<file path="config.mk">
export PLATFORM = sky130hd
export DESIGN_NAME = multicycle_ctrl
export DESIGN_NICKNAME = d
export VERILOG_FILES = /design/src/rtl/multicycle_ctrl.sv
export SDC_FILE = /design/constraint.sdc
export NUM_CORES = 1
export LEC_CHECK = 0
export CAP_MARGIN = 25
export CORE_MARGIN = 10
export CORE_UTILIZATION = 45
export DETAILED_ROUTE_END_ITERATION = 8
export MAX_ROUTING_LAYER = met4
export PLACE_DENSITY = 0.84
export RECOVER_POWER = 100
export SLEW_MARGIN = 20
export SYNTH_ARGS = -nofsm -noshare
export SYNTH_HDL_FRONTEND = slang
export SYNTH_SLANG_ARGS = --single-unit
</file>
<file path="constraint.sdc">
create_clock -name clk -period 4.88 [get_ports clk]
set_input_delay 0.732 -clock clk [delete_from_list [all_inputs] [get_ports clk]]
set_output_delay 0.732 -clock clk [all_outputs]
set_load 0.1 [all_outputs]
</file>
<file path="src/rtl/multicycle_ctrl.sv">
// multicycle_ctrl: multi-cycle control FSM for the RV32I datapath.
// Sequences FETCH -> DECODE -> EXEC -> (MEM) -> (WB) one instruction at a time,
// drives ALU opcode, mux selects and write strobes, and counts retirements.
// Optional feature macro: ILLEGAL_TRAP_EN (illegal opcodes enter a sticky TRAP
// state); when undefined, illegal opcodes retire as NOPs and trap is tied 0.
module multicycle_ctrl #(
   parameter int unsigned INSTRET_W = 32
) (
   input  logic                 clk,
   input  logic                 rst,
   input  logic [31:0]          inst,
   input  logic                 mem_ready,
   input  logic                 alu_zero,
   output logic                 mem_re,
   output logic                 mem_we,
   output logic                 ir_we,
   output logic                 ab_we,
   output logic                 pc_we,
   output logic [1:0]           pc_sel,
   output logic [1:0]           alu_src_a,
   output logic [1:0]           alu_src_b,
   output logic [3:0]           alu_op,
   output logic [1:0]           wb_sel,
   output logic                 reg_we,
   output logic [2:0]           state,
   output logic [INSTRET_W-1:0] instret,
   output logic                 trap
);

   typedef enum logic [2:0] {
      S_FETCH  = 3'd0,
      S_DECODE = 3'd1,
      S_EXEC   = 3'd2,
      S_MEM    = 3'd3,
      S_WB     = 3'd4,
      S_TRAP   = 3'd5
   } state_e;

   localparam logic [6:0] OPC_OP     = 7'b0110011;
   localparam logic [6:0] OPC_OPIMM  = 7'b0010011;
   localparam logic [6:0] OPC_LOAD   = 7'b0000011;
   localparam logic [6:0] OPC_STORE  = 7'b0100011;
   localparam logic [6:0] OPC_BRANCH = 7'b1100011;
   localparam logic [6:0] OPC_LUI    = 7'b0110111;
   localparam logic [6:0] OPC_JAL    = 7'b1101111;

   state_e                 state_q, state_d;
   logic [INSTRET_W-1:0]   instret_q, instret_d;

   logic [6:0] opcode;
   logic [2:0] funct3;
   logic       is_load, is_store, is_jal;
   logic       br_taken;
   logic       unused_inst;

   assign opcode   = inst[6:0];
   assign funct3   = inst[14:12];
   assign is_load  = (opcode == OPC_LOAD);
   assign is_store = (opcode == OPC_STORE);
   assign is_jal   = (opcode == OPC_JAL);
   assign br_taken = ((funct3 == 3'b000) &  alu_zero) |
                     ((funct3 == 3'b001) & ~alu_zero);
   assign unused_inst = ^{inst[31], inst[29:15], inst[11:7]};

   // State and retired-instruction counter registers
   always_ff @(posedge clk or posedge rst) begin
      if (rst) begin
         state_q   <= S_FETCH;
         instret_q <= '0;
      end else begin
         state_q   <= state_d;
         instret_q <= instret_d;
      end
   end

   // Next-state and output decode; everything is forced to 0 while rst is high
   always_comb begin
      state_d   = state_q;
      mem_re    = 1'b0;
      mem_we    = 1'b0;
      ir_we     = 1'b0;
      ab_we     = 1'b0;
      pc_we     = 1'b0;
      pc_sel    = 2'b00;
      alu_src_a = 2'b00;
      alu_src_b = 2'b00;
      alu_op    = 4'b0000;
      wb_sel    = 2'b00;
      reg_we    = 1'b0;

      case (state_q)
         S_FETCH: begin
            mem_re = 1'b1;
            if (mem_ready) begin
               ir_we   = 1'b1;
               state_d = S_DECODE;
            end
         end

         S_DECODE: begin
            ab_we   = 1'b1;
            state_d = S_EXEC;
         end

         S_EXEC: begin
            case (opcode)
               OPC_OP: begin
                  alu_op  = {inst[30] & ((funct3 == 3'b000) | (funct3 == 3'b101)), funct3};
                  state_d = S_WB;
               end
               OPC_OPIMM: begin
                  alu_src_b = 2'b01;
                  alu_op    = {inst[30] & (funct3 == 3'b101), funct3};
                  state_d   = S_WB;
               end
               OPC_LOAD, OPC_STORE: begin
                  alu_src_b = 2'b01;
                  state_d   = S_MEM;
               end
               OPC_BRANCH: begin
                  alu_op  = 4'b1000;
                  pc_we   = 1'b1;
                  pc_sel  = br_taken ? 2'b01 : 2'b00;
                  state_d = S_FETCH;
               end
               OPC_LUI: begin
                  alu_src_a = 2'b10;
                  alu_src_b = 2'b01;
                  state_d   = S_WB;
               end
               OPC_JAL: begin
                  state_d = S_WB;
               end
               default: begin
`ifdef ILLEGAL_TRAP_EN
                  state_d = S_TRAP;
`else
                  pc_we   = 1'b1;
                  state_d = S_FETCH;
`endif
               end
            endcase
         end

         S_MEM: begin
            if (is_store) begin
               mem_we = 1'b1;
               if (mem_ready) begin
                  pc_we   = 1'b1;
                  state_d = S_FETCH;
               end
            end else begin
               mem_re = 1'b1;
               if (mem_ready) begin
                  state_d = S_WB;
               end
            end
         end

         S_WB: begin
            reg_we  = 1'b1;
            pc_we   = 1'b1;
            wb_sel  = is_load ? 2'b01 : (is_jal ? 2'b10 : 2'b00);
            pc_sel  = is_jal ? 2'b10 : 2'b00;
            state_d = S_FETCH;
         end

         S_TRAP: begin
`ifdef ILLEGAL_TRAP_EN
            state_d = S_TRAP;
`else
            state_d = S_FETCH;
`endif
         end

         default: begin
            state_d = S_FETCH;
         end
      endcase

      if (rst) begin
         state_d   = S_FETCH;
         mem_re    = 1'b0;
         mem_we    = 1'b0;
         ir_we     = 1'b0;
         ab_we     = 1'b0;
         pc_we     = 1'b0;
         pc_sel    = 2'b00;
         alu_src_a = 2'b00;
         alu_src_b = 2'b00;
         alu_op    = 4'b0000;
         wb_sel    = 2'b00;
         reg_we    = 1'b0;
      end
   end

   // An instruction retires exactly when the PC is written
   always_comb begin
      instret_d = instret_q;
      if (pc_we) begin
         instret_d = instret_q + INSTRET_W'(1);
      end
   end

   assign state   = state_q;
   assign instret = instret_q;

`ifdef ILLEGAL_TRAP_EN
   assign trap = (state_q == S_TRAP);
`else
   assign trap = 1'b0;
`endif

endmodule

</file>
Word level (Yosys, flattened, before mapping)

Cells that the tools add are included.

Flip-flop bits (word level): 35
Input bits: 36

Add/subtract/negate cells: 1
Equal/unequal tests: 15
Mux-type cells: 41
Bitwise gates (word level): 7
Reduce and logical (&&, ||, !) cells: 7

Operators with widths:

| kind                    | number |
|---|---|
| $add A32 B1 Y32 const B | 1 |
| $eq A7 B6 Y1 const B    | 3 |
| $mux W1                 | 19 |
| $mux W2                 | 9 |
| $mux W3                 | 5 |
| $eq A7 B7 Y1 const B    | 2 |
| $pmux W3 S4             | 1 |
| $pmux W4 S3             | 1 |
| $mux W4                 | 2 |
| $reduce_or A4 Y1        | 2 |
| $eq A7 B2 Y1 const B    | 1 |
| $eq A7 B5 Y1 const B    | 1 |
| $eq A3 B1 Y1 const B    | 2 |
| $eq A3 B2 Y1 const B    | 2 |
| $eq A3 B3 Y1 const B    | 2 |
| $logic_not A3 Y1        | 2 |
| $ne A3 B3 Y1 const B    | 2 |
| $pmux W3 S2             | 1 |
| $reduce_or A6 Y1        | 1 |
| $and A1 B1 Y1           | 4 |
| $pmux W2 S2             | 1 |
| $pmux W1 S3             | 1 |
| $or A1 B1 Y1            | 2 |
| $pmux W1 S2             | 1 |
| other kinds (3)         | 3 |

Logic depth before layout (Yosys ltp)

Word-level depth: 7
Mapped depth: 9
Depth with buffers taken out: 6

Least setup slack after synthesis

No wires, ideal clock.

Path kind: flip-flop to output port
Start point: register state_q[1], in the netlist state[1]
End point: output port pc_sel[0]
Arrival: 4.459 ns
Required time: 4.148 ns
Setup slack: -0.311 ns
Cell stages (with the launch flop): 5
Buffers on the path: 1
Path through: dfrtp_1 -> buf_4 -> nor4b_2 -> nand4_1 -> nor4_1

Cells in the longest elaborated chain, start to end: 3
Elaborated cells between the ends (all ways): 4

Ends and longest elaborated chain:

| item                                                | line | text |
|---|---|---|
| start: declaration                                  | 47   | `state_e state_q, state_d;` |
| start signal: assignment                            | 71   | `state_q <= state_d;` |
| $eq A3 B3 Y1 / $eq A3 B2 Y1 (equally long branches) | 91   | `case (state_q)` |
| $pmux W2 S2 *                                       | 91   |  |
| $mux W2 *                                           | 181  | `if (rst) begin` |
| end: declaration                                    | 19   | `output logic [1:0] pc_sel,` |

Every way passes the cells marked *; elsewhere a longest branch is shown, timed or not.

Worst setup path in the final report

Start point: input port inst[3]
End point: output port alu_op[3]

Cells in the longest elaborated chain, start to end: 4
Elaborated cells between the ends (all ways): 6

Ends and longest elaborated chain:

| item                                       | line | text |
|---|---|---|
| start: declaration                         | 11   | `input logic [31:0] inst,` |
| $eq A7 B7 Y1, or another cell as far along | 106  | `case (opcode)` |
| $pmux W4 S3 *                              | 106  |  |
| $mux W4 *                                  | 91   |  |
| $mux W4 *                                  | 181  |  |
| end: declaration                           | 22   | `output logic [3:0] alu_op,` |

Marks and branches as above.

==> results.md <==
* Outcome: finished with violations
* Failing checks: max-capacitance violations, max-slew violations
* Fin cells at 330
* DP HPWL at 3920 µm
* Vias in the first global route at 1729
* Post-CTS Resized at 0
* Reg2Reg Depth at 6
* Fin crit share at 83.6%
* Clk slew on worst S/H paths at 0.07 ns
* Diode count at 0
* Register bit count reported by yosys at 35
* Max IR drop VDD at 230 µV
* Final hold vios at 0
* Placer Congestion at 0.824
* Setup TNS Final at 0 ns
* Startpoint types: input port
* # fillers at 365
* Switching share of total power at 37.2%
* Drt total wl at 5210 µm
* Syn Inst Count at 212
* Final instance area at 2730 µm²
* Final setup vio count at 0
* Worst relative slew slack at -23.2%
* Root Buffer: clkbuf_8
* Mapped Area at 2050 µm²
* Detailed-route DRC error count at 0
* Cell Pwr Density at 302 nW/µm²
* Max-Cap Viols at 1
* Crit Path Max Fanout at 4
* Syn Area/Cell at 9.68 µm²
* YS warnings at 0
* Die Wd at 87.5 µm
* Sequential cell area at 876 µm²
* Postcts setup bufs at 0
* Vias at 1766
* DRT Pass-1 Iters at 4
* Initial DRC count at 116
* Crit path largest cell delay at 0.88 ns
* Number of CTS-inserted buffers at 5
* Multi-input gate area at 1080 µm²
* Cell internal pwr at 0.517 mW
* Crit path max-delay cell type: clkbuf_1
* Layout Skew at 0.00379 ns
* I/O pins at 90
* GR Util met3 at 3.81%
* Worst skew pair latency at 0.29 ns
* CTS H-tree lvls at 2
* Longest Clk Path Bufs at 2
* Most frequent cells in the layout: dlygate4sd3_1, dfrtp_1, nand2_1, xnor2_1, nand4_1
* CTS tree: done
* Cell chain of the critical path: dlygate4sd3_1 > or2_0 > nor3_1 > and3_1 > nand3b_1 > o21ai_0 > clkbuf_1
* Crit path DAT at 3.35 ns
* WL per Instance at 15.8 µm
* EDFF count, synth at 0
* Met1 GRT Util at 17.6%
* RSZ-0062 raised after global routing: no
* Grt peak-use layer: met2
* Placed insts at 322
* Synth async-reset ratio at 100%
* Row count at 24
* Post-DP Area at 2680 µm²
* GR Overflow Total at 0
* Worst Hold Class: reg -> reg
* P_sw at 0.307 mW
* Share of cells above drive strength 1 at 6.47%
* Met2 Resource Use GR at 21.4%
* Hold-fix buffers, CTS at 0
* First-pass GRT wire length at 8600 µm
* Hold path depth at 1
* GRT Util Overall at 14.2%
* Synth-to-layout area growth at 32.9%
* FMAX at 0.245 GHz
* Die Height at 87.5 µm
* Min Tclk post-route at 4.08 ns
* Fin Hold WS at 0.471 ns
* Max-slew violations at 36
* Logic pwr share at 26.9%
* Largest net degree at the start of global routing at 36
* Worst Path Class, Setup: in -> out
* Worst Path Required at 4.15 ns
* Core ar. at 4380 µm²
* P_leak at 1.23 nW
* Clk sinks at 35
* Synth unique cells at 42
* Die area at 7660 µm²
* Post-route ant nets at 0
* Cell family with most CP delay: buffers and inverters
* Nets at 314
* IO buf count at 65
* Worst reg2reg setup slack at 2.73 ns
* Seq/Total Area, Yosys at 42.7%
* Worst setup EP type: output port
* CP bufs+invs at 2
* Initial Utilization at 46.8%
* Synth Flop Type: dfrtp_1
* Cell count along the critical path at 7
* Clock power share at 32.9%
* Initial antenna violation count at 0
* Commonest non-fill, non-tap cell in the layout: dlygate4sd3_1
* Average vias per placed instance at 5.35
* Worst Tran Pin Value at 1.85 ns
* Sequential share of power at 40.2%
==> final cells by class <==
| class | instances | share of cell area [%] |
|---|---|---|
| Clock inverter | 2 | 1.28 |
| Tap cell | 52 | 2.38 |
| Clock buffer | 6 | 3.03 |
| Inverter | 7 | 1.05 |
| Sequential cell | 35 | 32.1 |
| Multi-Input combinational cell | 162 | 39.6 |
| Timing Repair Buffer | 66 | 20.6 |
==> cell families (layout without fill, tap and decap cells) <==
family / after synthesis / count (layout) / share of synthesized area [%]
flops: 35 / 35 / 42.7
compound gates: 13 / 13 / 5.67
simple gates: 112 / 112 / 32.0
mux: 1 / 1 / 0.488
other cells: 1 / 3 / 0.183
fa+ha+maj: 1 / 1 / 0.609
xor+xnor: 32 / 32 / 13.7
buf+inv: 17 / 81 / 4.75
==> per-layer routing <==
| layer | vias to the layer above | share of wire (%) |
|---|---|---|
| li1 | 888 | - |
| met1 | 829 | 45 |
| met2 | 42 | 48 |
| met3 | 7 | 5.2 |
| met4 | 0 | 1.2 |
| met5 | - | 0 |
==> worst reg2reg max path, stage by stage (launching register included) <==
cell and delay [ns]:
dfrtp_1 0.48, nor4b_2 0.22, o41a_1 0.15, a221oi_4 0.68
inv_4 0.21, nand4_1 0.18, xnor2_1 0.14
==> stage by stage <==
stage	setup WS (ns)	power (mW)	util [%]
3_5_place_dp	1.11	0.568	61.2
3_3_place_gp	1.11	0.566	61.2
6_report	0.801	0.824	62.2
2_1_floorplan	0.0283	0.507	-
4_1_cts	1.10	0.836	63.9
5_1_grt	0.632	0.858	62.2
==> synthesized netlist by cell type, types with 2 or more instances <==
cell	instances	share of area, %
nand2b_1	5	1.5
and4_1	2	0.85
and3_1	10	3.0
nand2_1	21	3.8
or4_1	2	0.73
nand3_1	9	2.2
inv_1	6	1.1
clkbuf_1	3	0.55
nor4_2	2	1.2
nand4_1	17	5.2
a21oi_1	5	1.2
and2_1	4	1.2
nor2_1	7	1.3
nand3b_1	2	0.73
nor3_1	10	2.4
buf_4	4	1.5
buf_6	2	1.1
a311oi_1	2	0.85
xor2_1	11	4.7
nor4_1	9	2.7
xnor2_1	21	9.0
or3_1	3	0.91
dfrtp_1	35	43
or2_2	2	0.61
==> registers in the layout, indices dropped and copies added, names as in the netlist <==
name	flops
instret	32
state	3
==> path summary, 6_finish.rpt <==
kind | startpoint | end
worst max register to register | state[1] | instret[5]
worst min register to register | instret[31] | instret[31]
worst max-delay path | inst[3] | alu_op[3]
min in group asynchronous | rst | state[0]
max in group asynchronous | rst | instret[10]
worst min-delay path | instret[31] | instret[31]
==> power by group through the flow <==
stage	logic (mW)	clock network, mW	registers (mW)
2_1_floorplan	0.0823	0	0.425
3_3_place_gp	0.230	0	0.337
3_5_place_dp	0.231	0	0.337
4_1_cts	0.231	0.273	0.332
5_1_grt	0.234	0.289	0.335
6_report	0.222	0.271	0.331
(Power assumes the default switching activity.)
